--- config.mk ---
export PLATFORM = sky130hd
export DESIGN_NAME = com_tx_queue
export DESIGN_NICKNAME = d
export VERILOG_FILES = /design/src/rtl/com_tx_queue.sv
export SDC_FILE = /design/constraint.sdc
export NUM_CORES = 1
export LEC_CHECK = 0
export BUFFER_PORTS_ARGS = -buffer_cell sky130_fd_sc_hd__buf_2
export CAP_MARGIN = 20
export CORE_MARGIN = 3
export CORE_UTILIZATION = 50
export DETAILED_ROUTE_END_ITERATION = 7
export GPL_ROUTABILITY_DRIVEN = 0
export HOLD_SLACK_MARGIN = 0.02
export PLACE_DENSITY = 0.65
export SLEW_MARGIN = 5
export SYNTH_ARGS = -nofsm -noshare
export SYNTH_HDL_FRONTEND = slang
export SYNTH_SLANG_ARGS = --single-unit
export TNS_END_PERCENT = 10
--- constraint.sdc ---
create_clock -name clk -period 5.3 [get_ports clk]
set_input_delay 0.795 -clock clk [delete_from_list [all_inputs] [get_ports clk]]
set_output_delay 0.795 -clock clk [all_outputs]
set_load 0.03 [all_outputs]
--- src/rtl/com_tx_queue.sv ---
// com_tx_queue: byte FIFO that feeds a UART transmitter, with an inter-byte gap, a stall watchdog and a sent counter
module com_tx_queue #(
  parameter int DEPTH_LOG   = 4,
  parameter int GAP_CYCLES  = 0,
  parameter int STALL_LIMIT = 4
) (
  input  logic               clk,
  input  logic               rst,
  input  logic               push,
  input  logic [7:0]         push_data,
  output logic               full,
  output logic               empty,
  output logic [DEPTH_LOG:0] count,
  output logic               TxD_start,
  output logic [7:0]         TxD_data,
  input  logic               TxD_busy,
  output logic               sent,
  output logic [15:0]        sent_count,
  output logic               overflow,
  output logic               tx_stall
);
  localparam int CW = DEPTH_LOG + 1;
  localparam int SW = $clog2(STALL_LIMIT + 1);
  localparam int GW = $clog2(GAP_CYCLES + 2);
  localparam logic [SW-1:0] STALL_LAST = SW'(STALL_LIMIT - 1);
  localparam logic [GW-1:0] GAP_LAST = GW'(GAP_CYCLES > 0 ? GAP_CYCLES - 1 : 0);
  typedef enum logic [1:0] {IDLE, WAIT_BUSY, WAIT_DONE, GAP} state_t;
  localparam state_t AFTER = GAP_CYCLES > 0 ? GAP : IDLE;
  logic [7:0] mem [2**DEPTH_LOG];
  logic [DEPTH_LOG-1:0] wr_q, wr_d, rd_q, rd_d;
  logic [CW-1:0] count_q, count_d;
  state_t state_q, state_d;
  logic [SW-1:0] stall_q, stall_d;
  logic [GW-1:0] gap_q, gap_d;
  logic txd_start_q, txd_start_d, sent_q, sent_d, overflow_q, overflow_d, tx_stall_q, tx_stall_d;
  logic [7:0] txd_data_q, txd_data_d;
  logic [15:0] sent_count_q, sent_count_d;
  logic push_ok, pop;
  assign full = count_q == CW'(2**DEPTH_LOG);
  assign empty = count_q == '0;
  assign count = count_q;
  assign TxD_start = txd_start_q;
  assign TxD_data = txd_data_q;
  assign sent = sent_q;
  assign sent_count = sent_count_q;
  assign overflow = overflow_q;
  assign tx_stall = tx_stall_q;
  // queue bookkeeping and sequencer next state; pops only from IDLE with the transmitter free
  always_comb begin
    push_ok = push && !full;
    pop = state_q == IDLE && !empty && !TxD_busy;
    wr_d = wr_q + DEPTH_LOG'(push_ok);
    rd_d = rd_q + DEPTH_LOG'(pop);
    count_d = count_q + CW'(push_ok) - CW'(pop);
    txd_start_d = pop;
    txd_data_d = pop ? mem[rd_q] : txd_data_q;
    overflow_d = overflow_q | (push & full);
    state_d = state_q;
    stall_d = stall_q;
    gap_d = gap_q;
    sent_d = 1'b0;
    sent_count_d = sent_count_q;
    tx_stall_d = tx_stall_q;
    unique case (state_q)
      IDLE: begin
        state_d = pop ? WAIT_BUSY : IDLE;
        stall_d = pop ? '0 : stall_q;
      end
      WAIT_BUSY: begin
        state_d = TxD_busy ? WAIT_DONE : (stall_q == STALL_LAST ? AFTER : WAIT_BUSY);
        stall_d = TxD_busy || stall_q == STALL_LAST ? stall_q : stall_q + 1'b1;
        tx_stall_d = tx_stall_q | (!TxD_busy && stall_q == STALL_LAST);
        gap_d = '0;
      end
      WAIT_DONE: begin
        state_d = TxD_busy ? WAIT_DONE : AFTER;
        sent_d = !TxD_busy;
        sent_count_d = sent_count_q + 16'(!TxD_busy);
        gap_d = '0;
      end
      GAP: begin
        state_d = gap_q == GAP_LAST ? IDLE : GAP;
        gap_d = gap_q + 1'b1;
      end
    endcase
  end
  // byte storage; contents need no reset since the pointers are cleared
  always_ff @(posedge clk) begin
    if (push_ok) mem[wr_q] <= push_data;
  end
  // state registers
  always_ff @(posedge clk) begin
    if (rst) begin
      wr_q <= '0;
      rd_q <= '0;
      count_q <= '0;
      state_q <= IDLE;
      stall_q <= '0;
      gap_q <= '0;
      txd_start_q <= 1'b0;
      txd_data_q <= 8'h00;
      sent_q <= 1'b0;
      sent_count_q <= '0;
      overflow_q <= 1'b0;
      tx_stall_q <= 1'b0;
    end else begin
      wr_q <= wr_d;
      rd_q <= rd_d;
      count_q <= count_d;
      state_q <= state_d;
      stall_q <= stall_d;
      gap_q <= gap_d;
      txd_start_q <= txd_start_d;
      txd_data_q <= txd_data_d;
      sent_q <= sent_d;
      sent_count_q <= sent_count_d;
      overflow_q <= overflow_d;
      tx_stall_q <= tx_stall_d;
    end
  end
endmodule

==> run_results.csv <==
group,metric,value,unit
floorplan,fp.dieW,125,µm
clock_tree,cts_buffer_depth,2,
setup_path,ff2ff_path_depth,13,
yosys,yosysTopAreaCell,"edfxtp_1",
finish,area_delta_synth_final,12.7,%
finish,final_util,58.8,%
routing,detail_route.wl_per_cell,19.3,µm
setup_path,cp_cell_sequence,"inv_1 -> ha_1 -> nor4b_1 -> or4_4 -> inv_1 -> ha_1 -> inv_1 -> ha_1 -> fa_1 -> a21oi_1 -> nor2_1 -> or3_1 -> a21oi_1",
finish,drive_gt1_share,25.6,%
floorplan,core,13500,µm²
grt,grt_util_all_layers,17.6,%
yosys,synth.yosys.seq_area_share,67.9,%
yosys,synth_edf_count,128,
floorplan,ioPinCount,47,
timing,setup_tns,0,ns
floorplan,fp-row-count,42,
grt,antenna_found_initial,0,
timing,timing.final.crit_share,59.0,%
pwr,vdd_drop_max,242,µV
worst_hold_path,hp-class,"reg2reg",
timing,finalSetupViolations,0,
grt,grt_overflow,0,
yosys,ys_types,41,
finish,layout_commonest_cell,"edfxtp_1",
yosys,synth_ff_type,"edfxtp_1",
pwr,p_total,3.42,mW
placement,port_buffers,46,
yosys,syn_area,7050,µm²
pwr,p_seq_share,47.4,%
pwr,intPower,2.49,mW
finish,final_cell_mix,"128 x edfxtp_1, 46 x dfxtp_1, 46 x nor2_1, 46 x buf_2, 32 x mux4_2",
placement,dp.final_hpwl,8.38,mm
pwr,power.leakage,2.70,nW
status,outcome,"finished clean",
routing,finalWirelength,12.9,mm
yosys,async_flop_share,0,%
worst_hold_path,hold_depth,2,
timing,whs,0.481,ns
floorplan,die_area,15600,µm²
setup_path,critPathSlowestCell,"nor4b_1",
yosys,syn_area_per_cell,16.2,µm²
routing,routed-via-count,3706,
pwr,p_sw_share,27.2,%
grt,grt_pass1_vias,3816,
setup_path,r2r_slack,2.17,ns
timing,hold_violations,0,
clock_tree,numCtsBuffers,17,
yosys,synth_top_area_share,54.5,%
setup_path,critPathKind,"reg2reg",
setup_path,crit_path_end_kind,"flop",
worst_hold_path,min_to,"stall_q[1]",
timing,timing.final.max_slew_violations,0,
pwr,power.density,430,nW/µm²
routing,drt_iter0_markers,255,
clock_tree,htree_levels,4,
clock_tree,cts.root.buffer_cell,"clkbuf_16",
timing,clock_skew,0.00822,ns
routing,vias_per_cell,5.54,
timing,relSlewSlack,35.3,%
setup_path,cp.arrival,3.47,ns
floorplan,die_y,125,µm
clock_tree,postCtsSetupBuffers,0,
finish,layout.nets,509,
grt,grt_max_degree,54,
clock_tree,clk_latency,0.42,ns
timing,worst_pin_slew,0.966,ns
floorplan,initial_utilization,52.2,%
setup_path,r2r-start,"count[2]",
pwr,p_sw,0.929,mW
pwr,clkPwrFrac,32.8,%
clock_tree,cts_tree,"done",
setup_path,worstPathRequired,5.64,ns
clock_tree,cts_resized,0,
grt,grt_first_pass_wirelength,20.9,mm
yosys,syn_inst,435,
pwr,comb_power_share,19.8,%
yosys,ys_seq_elements,175,
flow_run,maxCapViolations,0,
timing,period_needed,3.13,ns
routing,dr.pass1.iters,4,
clock_tree,path_clk_slew,0.06,ns
finish,diodes,0,
timing,fmax,0.320,GHz
yosys,yosysWarnings,0,
timing,rsz0062_at_grt,"false",
yosys,netlist_top_cells_area,"edfxtp_1 55%, dfxtp_1 13%, mux4_2 10%",
setup_path,r2r_end,"count[4]",
setup_path,crit_fanout,15,
routing,ant_nets,0,
routing,drc,0,
setup_path,start_kind,"flop",
setup_path,max_stage_delay,0.41,ns
yosys,synth_nets,462,
clock_tree,clock_sinks,175,
clock_tree,cts_hold_buf,0,
worst_hold_path,hp-start,"stall_q[1]",
==> state kept, by name (all words and copies together) (netlist names) <==
name and flops:
TxD_data 8, TxD_start 1, count 5, gap_q 1, mem 128, overflow 1
rd_q 4, sent 1, sent_count 16, stall_q 3, state_q 2, tx_stall 1
wr_q 4
==> how the worst max path moves through the flow <==
stage | from | endpoint | depth (start not counted)
6_report | count[2] | count[4] | 13
5_1_grt | count[2] | count[4] | 13
3_3_place_gp | TxD_busy | count[4] | 11
4_1_cts | count[2] | count[4] | 13
3_5_place_dp | TxD_busy | count[4] | 11
2_1_floorplan | count[3] | count[4] | 14
==> routing by layer <==
layer / GRT usage, % / up-vias / part of all wire [%] / wire length [µm]
li1: - / 1757 / - / -
met1: 24.1 / 1841 / 46 / 5930
met2: 27.8 / 94 / 47 / 6090
met3: 4.85 / 14 / 5.9 / 763
met4: 5.16 / 0 / 1.2 / 155
met5: 0 / - / 0 / 0
==> cell families (layout without fill, tap and decap cells) <==
group | count (synthesis) | count (layout) | synth area share (%)
AOI/OAI and AO/OA | 28 | 28 | 3.36
and+or+nand+nor | 113 | 113 | 8.42
DFF | 175 | 175 | 67.9
muxes | 52 | 52 | 13.1
buffers and inverters | 36 | 94 | 2.47
adders and majority gates | 15 | 15 | 2.77
xor gates and xnor gates | 16 | 16 | 1.99
==> stage by stage <==
stage | instance area (µm²) | worst slack, ns | cells
3_5_place_dp | 7420 | 2.00 | 639
4_1_cts | 7950 | 2.13 | 669
3_3_place_gp | 7420 | 2.09 | 639
5_1_grt | 7950 | 1.92 | 669
2_1_floorplan | 7050 | 1.50 | 435
6_report | 7950 | 2.17 | 669
==> power groups by stage <==
| stage | clock network (mW) | registers, mW | logic (mW) |
|---|---|---|---|
| after floorplan | 0 | 1.69 | 0.484 |
| after global routing | 1.20 | 1.63 | 0.739 |
| after CTS | 1.15 | 1.62 | 0.688 |
| after detailed placement | 0 | 1.65 | 0.683 |
| after global placement | 0 | 1.65 | 0.672 |
| final | 1.12 | 1.62 | 0.675 |
==> layout make-up <==
cell class	count	area, µm²
Clock buffer	17	425
Inverter	12	45.0
Fill cell	1008	5560
Timing Repair Buffer	52	275
Tap cell	176	220
Clock inverter	13	100
Sequential cell	175	4790
Multi-Input combinational cell	224	2090
==> cells in the mapped netlist (2+ instances only) <==
cell type,number
nor2b_1,9
mux2_2,2
buf_6,3
nand3b_1,11
a31o_2,2
or3_1,4
nand4_1,3
mux4_2,32
inv_1,12
xnor2_1,10
nand2_1,6
buf_1,2
edfxtp_1,128
buf_4,3
mux2i_1,18
xor2_1,6
o21ai_0,3
o221ai_2,8
nor2_1,46
dfxtp_1,47
ha_1,14
nor4_1,3
clkbuf_1,12
nand2b_1,5
nor3_1,8
a21oi_1,10
a31oi_1,3
buf_2,4
nand3_1,9
==> critical path: cells and delay by family, from the launching register on <==
| kind | cells | cell delay, ns |
|---|---|---|
| AO/OA/AOI/OAI | 2 | 0.32 |
| adder cells (fa/ha/maj) | 4 | 1.02 |
| buffers and inverters | 3 | 0.23 |
| flip-flops | 1 | 0.32 |
| AND/OR/NAND/NOR | 4 | 1.14 |
Power figures use the tool's default switching activity.
